`src/rtl/sdram_port_arbiter.sv`:
```
// Two-master round-robin arbiter in front of one sram_controller slave port, with read-tag FIFO.
// Optional periodic refresh scheduler enabled by defining SDRAM_ARB_REFRESH_EN.
module sdram_port_arbiter #(
    parameter int unsigned RD_FIFO_DEPTH  = 4,
    parameter int unsigned REFRESH_CYCLES = 1560
) (
    input  logic        clk,
    input  logic        reset,
    input  logic        m0_cs,
    input  logic        m0_rd_n,
    input  logic        m0_wr_n,
    input  logic [3:0]  m0_be_n,
    input  logic [21:0] m0_addr,
    input  logic [31:0] m0_data,
    output logic        m0_waitrequest,
    output logic        m0_valid,
    output logic [31:0] m0_rdata,
    input  logic        m1_cs,
    input  logic        m1_rd_n,
    input  logic        m1_wr_n,
    input  logic [3:0]  m1_be_n,
    input  logic [21:0] m1_addr,
    input  logic [31:0] m1_data,
    output logic        m1_waitrequest,
    output logic        m1_valid,
    output logic [31:0] m1_rdata,
    output logic        az_cs,
    output logic        az_rd_n,
    output logic        az_wr_n,
    output logic [3:0]  az_be_n,
    output logic [21:0] az_addr,
    output logic [31:0] az_data,
    input  logic        za_waitrequest,
    input  logic        za_valid,
    input  logic [31:0] za_data,
    output logic        ref_req,
    input  logic        ref_ack,
    output logic        err_orphan
);
    localparam int unsigned PW = $clog2(RD_FIFO_DEPTH);
    localparam logic [PW:0] FULL = (PW + 1)'(RD_FIFO_DEPTH);

`ifdef SDRAM_ARB_REFRESH_EN
    typedef enum logic [1:0] {StIdle, StGnt0, StGnt1, StRefresh} state_t;
`else
    typedef enum logic [1:0] {StIdle, StGnt0, StGnt1} state_t;
`endif

    state_t                   state_q;
    logic                     rr_q;
    logic [RD_FIFO_DEPTH-1:0] tags_q;
    logic [PW-1:0]            wr_ptr_q;
    logic [PW-1:0]            rd_ptr_q;
    logic [PW:0]              count_q;
    logic                     ref_pend;

    logic        granted, sel;
    logic        g_cs, g_rd_n, g_wr_n;
    logic [3:0]  g_be_n;
    logic [21:0] g_addr;
    logic [31:0] g_data;
    logic        rd_blocked, accept, push, pop, pop_tag;

    assign granted = (state_q == StGnt0) || (state_q == StGnt1);
    assign sel     = (state_q == StGnt1);
    assign g_cs    = sel ? m1_cs   : m0_cs;
    assign g_rd_n  = sel ? m1_rd_n : m0_rd_n;
    assign g_wr_n  = sel ? m1_wr_n : m0_wr_n;
    assign g_be_n  = sel ? m1_be_n : m0_be_n;
    assign g_addr  = sel ? m1_addr : m0_addr;
    assign g_data  = sel ? m1_data : m0_data;

    // Full check uses the registered count, so a same-cycle pop cannot unblock a read.
    assign rd_blocked = granted & ~g_rd_n & (count_q == FULL);
    assign accept     = granted & g_cs & ~za_waitrequest & ~rd_blocked;
    assign push       = accept & ~g_rd_n;
    assign pop        = za_valid & (count_q != '0);
    assign pop_tag    = tags_q[rd_ptr_q];

    always_comb begin
        az_cs          = granted & g_cs & ~rd_blocked;
        az_rd_n        = granted ? g_rd_n : 1'b1;
        az_wr_n        = granted ? g_wr_n : 1'b1;
        az_be_n        = granted ? g_be_n : 4'hF;
        az_addr        = granted ? g_addr : '0;
        az_data        = granted ? g_data : '0;
        m0_waitrequest = 1'b1;
        m1_waitrequest = 1'b1;
        if (state_q == StGnt0) m0_waitrequest = za_waitrequest | rd_blocked;
        if (state_q == StGnt1) m1_waitrequest = za_waitrequest | rd_blocked;
    end

    always_ff @(posedge clk) begin
        if (reset) begin
            state_q    <= StIdle;
            rr_q       <= 1'b0;
            tags_q     <= '0;
            wr_ptr_q   <= '0;
            rd_ptr_q   <= '0;
            count_q    <= '0;
            m0_valid   <= 1'b0;
            m1_valid   <= 1'b0;
            m0_rdata   <= '0;
            m1_rdata   <= '0;
            err_orphan <= 1'b0;
        end else begin
            unique case (state_q)
                StIdle: begin
`ifdef SDRAM_ARB_REFRESH_EN
                    if (ref_pend && count_q == '0) state_q <= StRefresh;
                    else
`endif
                    if (!ref_pend) begin
                        if (m0_cs && m1_cs) state_q <= rr_q ? StGnt1 : StGnt0;
                        else if (m0_cs)     state_q <= StGnt0;
                        else if (m1_cs)     state_q <= StGnt1;
                    end
                end
                StGnt0, StGnt1: begin
                    if (!g_cs || accept) state_q <= StIdle;
                    if (accept) rr_q <= ~sel;
                end
`ifdef SDRAM_ARB_REFRESH_EN
                StRefresh: if (ref_ack) state_q <= StIdle;
`endif
                default: state_q <= StIdle;
            endcase

            if (push) begin
                tags_q[wr_ptr_q] <= sel;
                wr_ptr_q         <= wr_ptr_q + 1'b1;
            end
            if (pop) rd_ptr_q <= rd_ptr_q + 1'b1;
            if (push && !pop)      count_q <= count_q + 1'b1;
            else if (!push && pop) count_q <= count_q - 1'b1;

            m0_valid <= pop & ~pop_tag;
            m1_valid <= pop & pop_tag;
            if (pop && !pop_tag) m0_rdata <= za_data;
            if (pop && pop_tag)  m1_rdata <= za_data;
            if (za_valid && count_q == '0) err_orphan <= 1'b1;
        end
    end

`ifdef SDRAM_ARB_REFRESH_EN
    localparam int unsigned CW = $clog2(REFRESH_CYCLES + 1);
    logic [CW-1:0] ref_cnt_q;
    logic          ref_pend_q;

    // A counter expiry in the same cycle as ref_ack wins, so no refresh is lost.
    always_ff @(posedge clk) begin
        if (reset) begin
            ref_cnt_q  <= CW'(REFRESH_CYCLES);
            ref_pend_q <= 1'b0;
        end else begin
            if (state_q == StRefresh && ref_ack) ref_pend_q <= 1'b0;
            if (ref_cnt_q == '0) begin
                ref_pend_q <= 1'b1;
                ref_cnt_q  <= CW'(REFRESH_CYCLES);
            end else begin
                ref_cnt_q <= ref_cnt_q - 1'b1;
            end
        end
    end

    assign ref_pend = ref_pend_q;
    assign ref_req  = (state_q == StRefresh);
`else
    logic unused_ref;
    assign ref_pend   = 1'b0;
    assign ref_req    = 1'b0;
    assign unused_ref = ref_ack | (REFRESH_CYCLES == 0);
`endif
endmodule

```
`config.mk`:
```
export PLATFORM = sky130hd
export DESIGN_NAME = sdram_port_arbiter
export DESIGN_NICKNAME = d
export VERILOG_FILES = /design/src/rtl/sdram_port_arbiter.sv
export SDC_FILE = /design/constraint.sdc
export NUM_CORES = 1
export LEC_CHECK = 0
export CAP_MARGIN = 10
export CORE_MARGIN = 1
export CORE_UTILIZATION = 32
export DETAILED_ROUTE_END_ITERATION = 8
export GPL_TIMING_DRIVEN = 0
export HOLD_SLACK_MARGIN = 0.08
export PLACE_DENSITY_LB_ADDON = 0.3
export REMOVE_ABC_BUFFERS = 1
export SETUP_SLACK_MARGIN = 0.15
export SLEW_MARGIN = 20
export SYNTH_ARGS = -nofsm -noshare
export SYNTH_HDL_FRONTEND = slang
export SYNTH_SLANG_ARGS = --single-unit
```
`constraint.sdc`:
```
create_clock -name clk -period 2.6 [get_ports clk]
set_input_delay 0.52 -clock clk [delete_from_list [all_inputs] [get_ports clk]]
set_output_delay 0.52 -clock clk [all_outputs]
set_load 0.02 [all_outputs]
```
### Word-level counts from Yosys, hierarchy flattened

Cells that the tools add are included.

* reduce and logical (&&, ||, !) cells: 20
* muxes and demuxes: 26
* bitwise logic cells: 16
* order comparisons: 3
* equal/unequal tests: 5
* add/subtract/negate cells: 4

Operator list (number)
* two-way mux 32 bit: 2
* two-way mux 22 bit: 2
* bitwise AND 1 bit: 10
* two-way mux 2 bit: 5
* two-way mux 1 bit: 9
* two-way mux 4 bit: 2
* logical AND 1 bit: 7
* < comparator 2 x 3 -> 1 bit, second input constant: 2
* two-way mux 3 bit: 2
* inverter 1 bit: 5
* adder 2 x 1 -> 2 bit, second input constant: 2
* bitwise mux 4 bit: 1
* logical NOT 1 bit: 4
* inequality test 4 bit, second input constant: 1
* one-hot mux 2 bit (2 select lines): 1
* AND reduction 2 bit: 2
* adder 3 x 1 -> 3 bit, second input constant: 1
* == test 3 bit, second input constant: 1
* logical NOT 3 bit: 1
* nonzero test 3 bit: 1
* subtractor 3 x 1 -> 3 bit, second input constant: 1
* binary-select mux 1 bit (select 2 bit): 1
* demux 1 bit (select 2 bit): 1
* == test 2 x 1 -> 1 bit, second input constant: 1
* 8 further kinds: 9

* bits of input ports: 159
* bits in registers: 81
* word-level logic and storage cells: 85

### Depth between registers and ports, before layout

* word-level depth: 12
* depth in mapped cells: 11
* gate-level depth less buffers: 11

### Worst setup path after synthesis

No wires, ideal clock.

* kind: register to register
* from: reg state_q[0]
* to: reg count_q[2]
* buffers on the path: 0
* setup time: 0.070 ns
* stages on the path, launching flop included: 12
* data arrival time: 2.476 ns
* slack: 0.054 ns
* clock period less this slack: 2.546 ns
* required time: 2.530 ns
* path through: dfxtp_1 inv_1 ha_1 mux2i_1 nand4_1 nor2_1 ha_1 inv_1 fa_1 xor2_1 or3_1 a21oi_1

* cells in the longest elaborated chain, start to end: 11
* elaborated cells between the ends (all ways): 18

RTL lines
* start, declared: RTL line 49 `state_t state_q;`
* start signal, assigned: RTL line 95 `state_q <= StIdle;`
* start signal, assigned: RTL line 114 `if (m0_cs && m1_cs) state_q <= rr_q ? StGnt1 : StGnt0;`
* start signal, assigned: RTL line 115 `else if (m0_cs) state_q <= StGnt0;`
* == test 2 bit (*): RTL line 65 `assign sel = (state_q == StGnt1);`
* named net sel: RTL line 57 `logic granted, sel;`
* two-way mux 1 bit: RTL line 67 `assign g_rd_n = sel ? m1_rd_n : m0_rd_n;`
* inverter 1 bit: RTL line 74, 76
* bitwise AND 1 bit (2 in series): RTL line 74 `assign rd_blocked = granted & ~g_rd_n & (count_q == FULL);`
* inverter 1 bit: RTL line 75 `assign accept = granted & g_cs & ~za_waitrequest & ~rd_blocked;`
* bitwise AND 1 bit: RTL line 75
* bitwise AND 1 bit (*): RTL line 76 `assign push = accept & ~g_rd_n;`
* named net push: RTL line 62 `logic rd_blocked, accept, push, pop, pop_tag;`
* logical NOT 1 bit: RTL line 135 `else if (!push && pop) count_q <= count_q - 1'b1;`
* logical AND 1 bit: RTL line 135
* nonzero test 2 bit (no source line)
* end signal, assigned: RTL line 134 `if (push && !pop) count_q <= count_q + 1'b1;`
* end signal, assigned: RTL line 135
* end, declared: RTL line 54 `logic [PW:0] count_q;`

The timed path passes the listed nets; every way through them passes the cells marked *.
A chain may end at the register's enable or synchronous reset.

### Worst setup path after layout

Same ends and word-level chain as after synthesis.

==> impl_results.md <==
- Outcome: complete, no violations
- Clk sinks: 81
- Least-Margin Pin Slew: approximately 0.76 ns
- Post-Synthesis Cells: between 500 and 600
- Synth Flop Type: dfxtp_1
- Worst-path clk slew: roughly 0.060 ns
- R2r setup slk: 0.08 ns
- I/O pin cnt: between 200 and 300
- Post-synth EDFFs: 0
- Post-synthesis sequential area ratio: 0.397
- Largest net degree at the start of global routing: about 80
- Die Y: about 120 um
- RSZ-0062 raised after global routing: true
- Power, Total: 5.11 mW
- Crit-path max FO: 5
- Post-Syn Area per Cell: approximately 7.8 sq um
- Total CTS buffers: 9
- WL/cell: ~16 um
- Placement-stage cell area: ~7000 sq um
- Gp weighted congestion: 0.865
- Initial antenna violation count: 0
- Fin crit share: 0.970
- Worst hold path class: input pin to register
- Worst Skew: 0.00966 ns
- Die width: ~120 um
- Initial Utilization: 0.335
- Multi-input combinational cell area: ~2300 sq um
- Dpl ws: -0.644 ns
- CTS root buf: clkbuf_16
- Antenna Cells: 0
- Detailed Routing Iterations Pass 1: 4
- Distinct cells, synth: 37
- Port Buffer Count: around 290
- FF+latch area: about 1600 sq um
- Leakage: approximately 2.9 nW
- Max-cap viol count: 0
- CORE AREA: around 12000 sq um
- Drc violations: 0
- Vias per inst: around 4.8
- Final Core Density: 0.622
- Area Overhead vs Synth: 85.8%
- Critical Path End Type: register
- Tot GR Track Use: 0.225
- Final worst slack: a little under 0.08 ns
- Async S/R FF share, synth: 0
- Die area: between 10000 and 15000 sq um
- Warnings, synthesis: 0
- Setup crit start kind: register
- Mapped Area: roughly 4000 sq um
- CP arrival: about 2.8 ns
- Crit path kind: register to register
- Worst vdd ir: between 0.4 and 0.5 mV
- Grt ovf: 0
- Routed vias: between 4000 and 5000
- Setup violators final: 0
- # hold bufs at CTS: 0
- Layout fillers: approximately 1100
- Clk_lat worst skew: approximately 0.33 ns
- PD cells: 672 nW/um^2
- Critical Path RT: 2.86 ns
- Row count: 40
- First-pass GRT wire length: between 20000 and 25000 um
- Slew headroom: 0.493
- Min cycle time layout: 2.52 ns
- FF+latch count, synth: 81
- Design area: 7600 sq um
- Routed WL: about 15000 um
- DR iter-0 viols: 320
- Post-route ant nets: 0
- Layout cell share with drive strength beyond 1: 0.131
- DP HPWL: about 11000 um
- Pins over their slew limit: 0
- TritonCTS clock tree: yes
- Final Net Count: just under 1000
- Max Clock Freq: roughly 0.40 GHz
- Clock Path Buffers: 2
- Hold Vio Cnt, Final: 0
- Vias in the first global route: roughly 4700
- H-Tree Depth: 3
==> cells in the mapped netlist (2+ instances only) <==
library cell,number,area share
nor2_1,64,0.059
mux2i_1,62,0.15
inv_1,8,0.0073
clkbuf_1,12,0.011
nand3_1,4,0.0049
xnor2_1,2,0.0043
a21oi_1,76,0.093
buf_4,4,0.0073
mux2_2,2,0.0055
nand4_1,5,0.0076
nand2_1,143,0.13
buf_2,15,0.018
o21ai_1,4,0.0049
dfxtp_1,81,0.40
ha_1,9,0.028
xor2_1,2,0.0043
o2111ai_1,2,0.0043
buf_1,6,0.0055
buf_6,3,0.0083
o21ai_0,4,0.0049
==> final timing paths <==
kind | start | to | cells after the start
hold reg to reg | m0_rdata[2] | m0_rdata[2] | 2
hold / removal | reset | m0_rdata[16] | 2
setup reg to reg | state_q[0] | count_q[2] | 11
setup / recovery | state_q[0] | count_q[2] | 11
==> cell families (layout without fill, tap and decap cells) <==
| logic type | after synthesis | count (layout) | share of synthesized area |
|---|---|---|---|
| AND/OR/NAND/NOR | 226 | 226 | 0.222 |
| other | 1 | 1 | 0.000917 |
| flip-flops | 81 | 81 | 0.397 |
| adder cells (fa/ha/maj) | 10 | 10 | 0.0324 |
| XOR/XNOR | 4 | 4 | 0.00857 |
| buffers and inverters | 48 | 337 | 0.0578 |
| multiplexers | 65 | 65 | 0.163 |
| AO/OA/AOI/OAI | 90 | 90 | 0.118 |
==> worst max-delay path, cell delays in order, from the launching register on <==
cell and delay (ns):
dfxtp_2 0.35, inv_4 0.08, ha_4 0.19, mux2i_4 0.27, nand4_1 0.17, nor2_1 0.15
ha_2 0.20, inv_1 0.05, fa_2 0.33, xor2_1 0.17, or3_1 0.36, a21oi_2 0.13
==> cell usage in the layout (no fill, tap or decap), types with 11 or more instances in the layout <==
cell type,n
clkbuf_2,27
nor2_1,64
a21oi_1,75
dfxtp_1,79
clkbuf_16,11
clkdlybuf4s50_1,222
nand2_1,142
buf_4,18
dlygate4sd2_1,24
mux2i_1,56
==> through the flow <==
| step | std cells | setup TNS (ns) | hold WS (ns) |
|---|---|---|---|
| after floorplan | 485 | -83.69 | 0.449 |
| after global placement | 940 | -208.32 | 0.441 |
| after detailed placement | 945 | -7.57 | 0.446 |
| after CTS | 973 | 0 | 0.391 |
| after global routing | 982 | -0.0347 | 0.390 |
| final | 982 | 0 | 0.396 |
==> state kept, by name, summed over array words and instances (netlist names) <==
| name | flops |
|---|---|
| err_orphan | 1 |
| m0_rdata | 32 |
| tags_q | 4 |
| wr_ptr_q | 2 |
| m1_valid | 1 |
| state_q | 2 |
| count_q | 3 |
| rr_q | 1 |
| rd_ptr_q | 2 |
| m0_valid | 1 |
| m1_rdata | 32 |
==> power by group <==
part | total (mW) | switching (mW) | leakage, nW | internal [mW]
clock network | 1.30 | 0.519 | 0.150 | 0.780
logic | 2.26 | 1.20 | 2.05 | 1.06
registers | 1.55 | 0.134 | 0.657 | 1.42
==> final cells by class <==
cell class	instances	area share
multi-input combinational	396	0.307
clock inverter	6	0.00955
tap	168	0.0277
sequential	81	0.214
inverter	8	0.00593
timing repair buffer	313	0.404
clock buffer	10	0.0315
==> layer usage <==
metal,vias up,wire length [um],global-route usage,part of all wire
met1,2165,6190,0.260,0.40
met3,16,1130,0.0522,0.073
li1,2305,-,-,-
met4,0,206,0.0701,0.013
met2,194,7890,0.410,0.51
met5,-,0,0,0
==> repair_timing <==
item | in CTS | in global routing
setup buffers | 10 | 7
setup endpoints to repair | 72 | 47
pin swaps | 3 | 7
endpoints found under the hold margin | 0 | 0
cloned | 2 | 2
resized for setup | 113 | 62
Power figures use the tool's default switching activity.
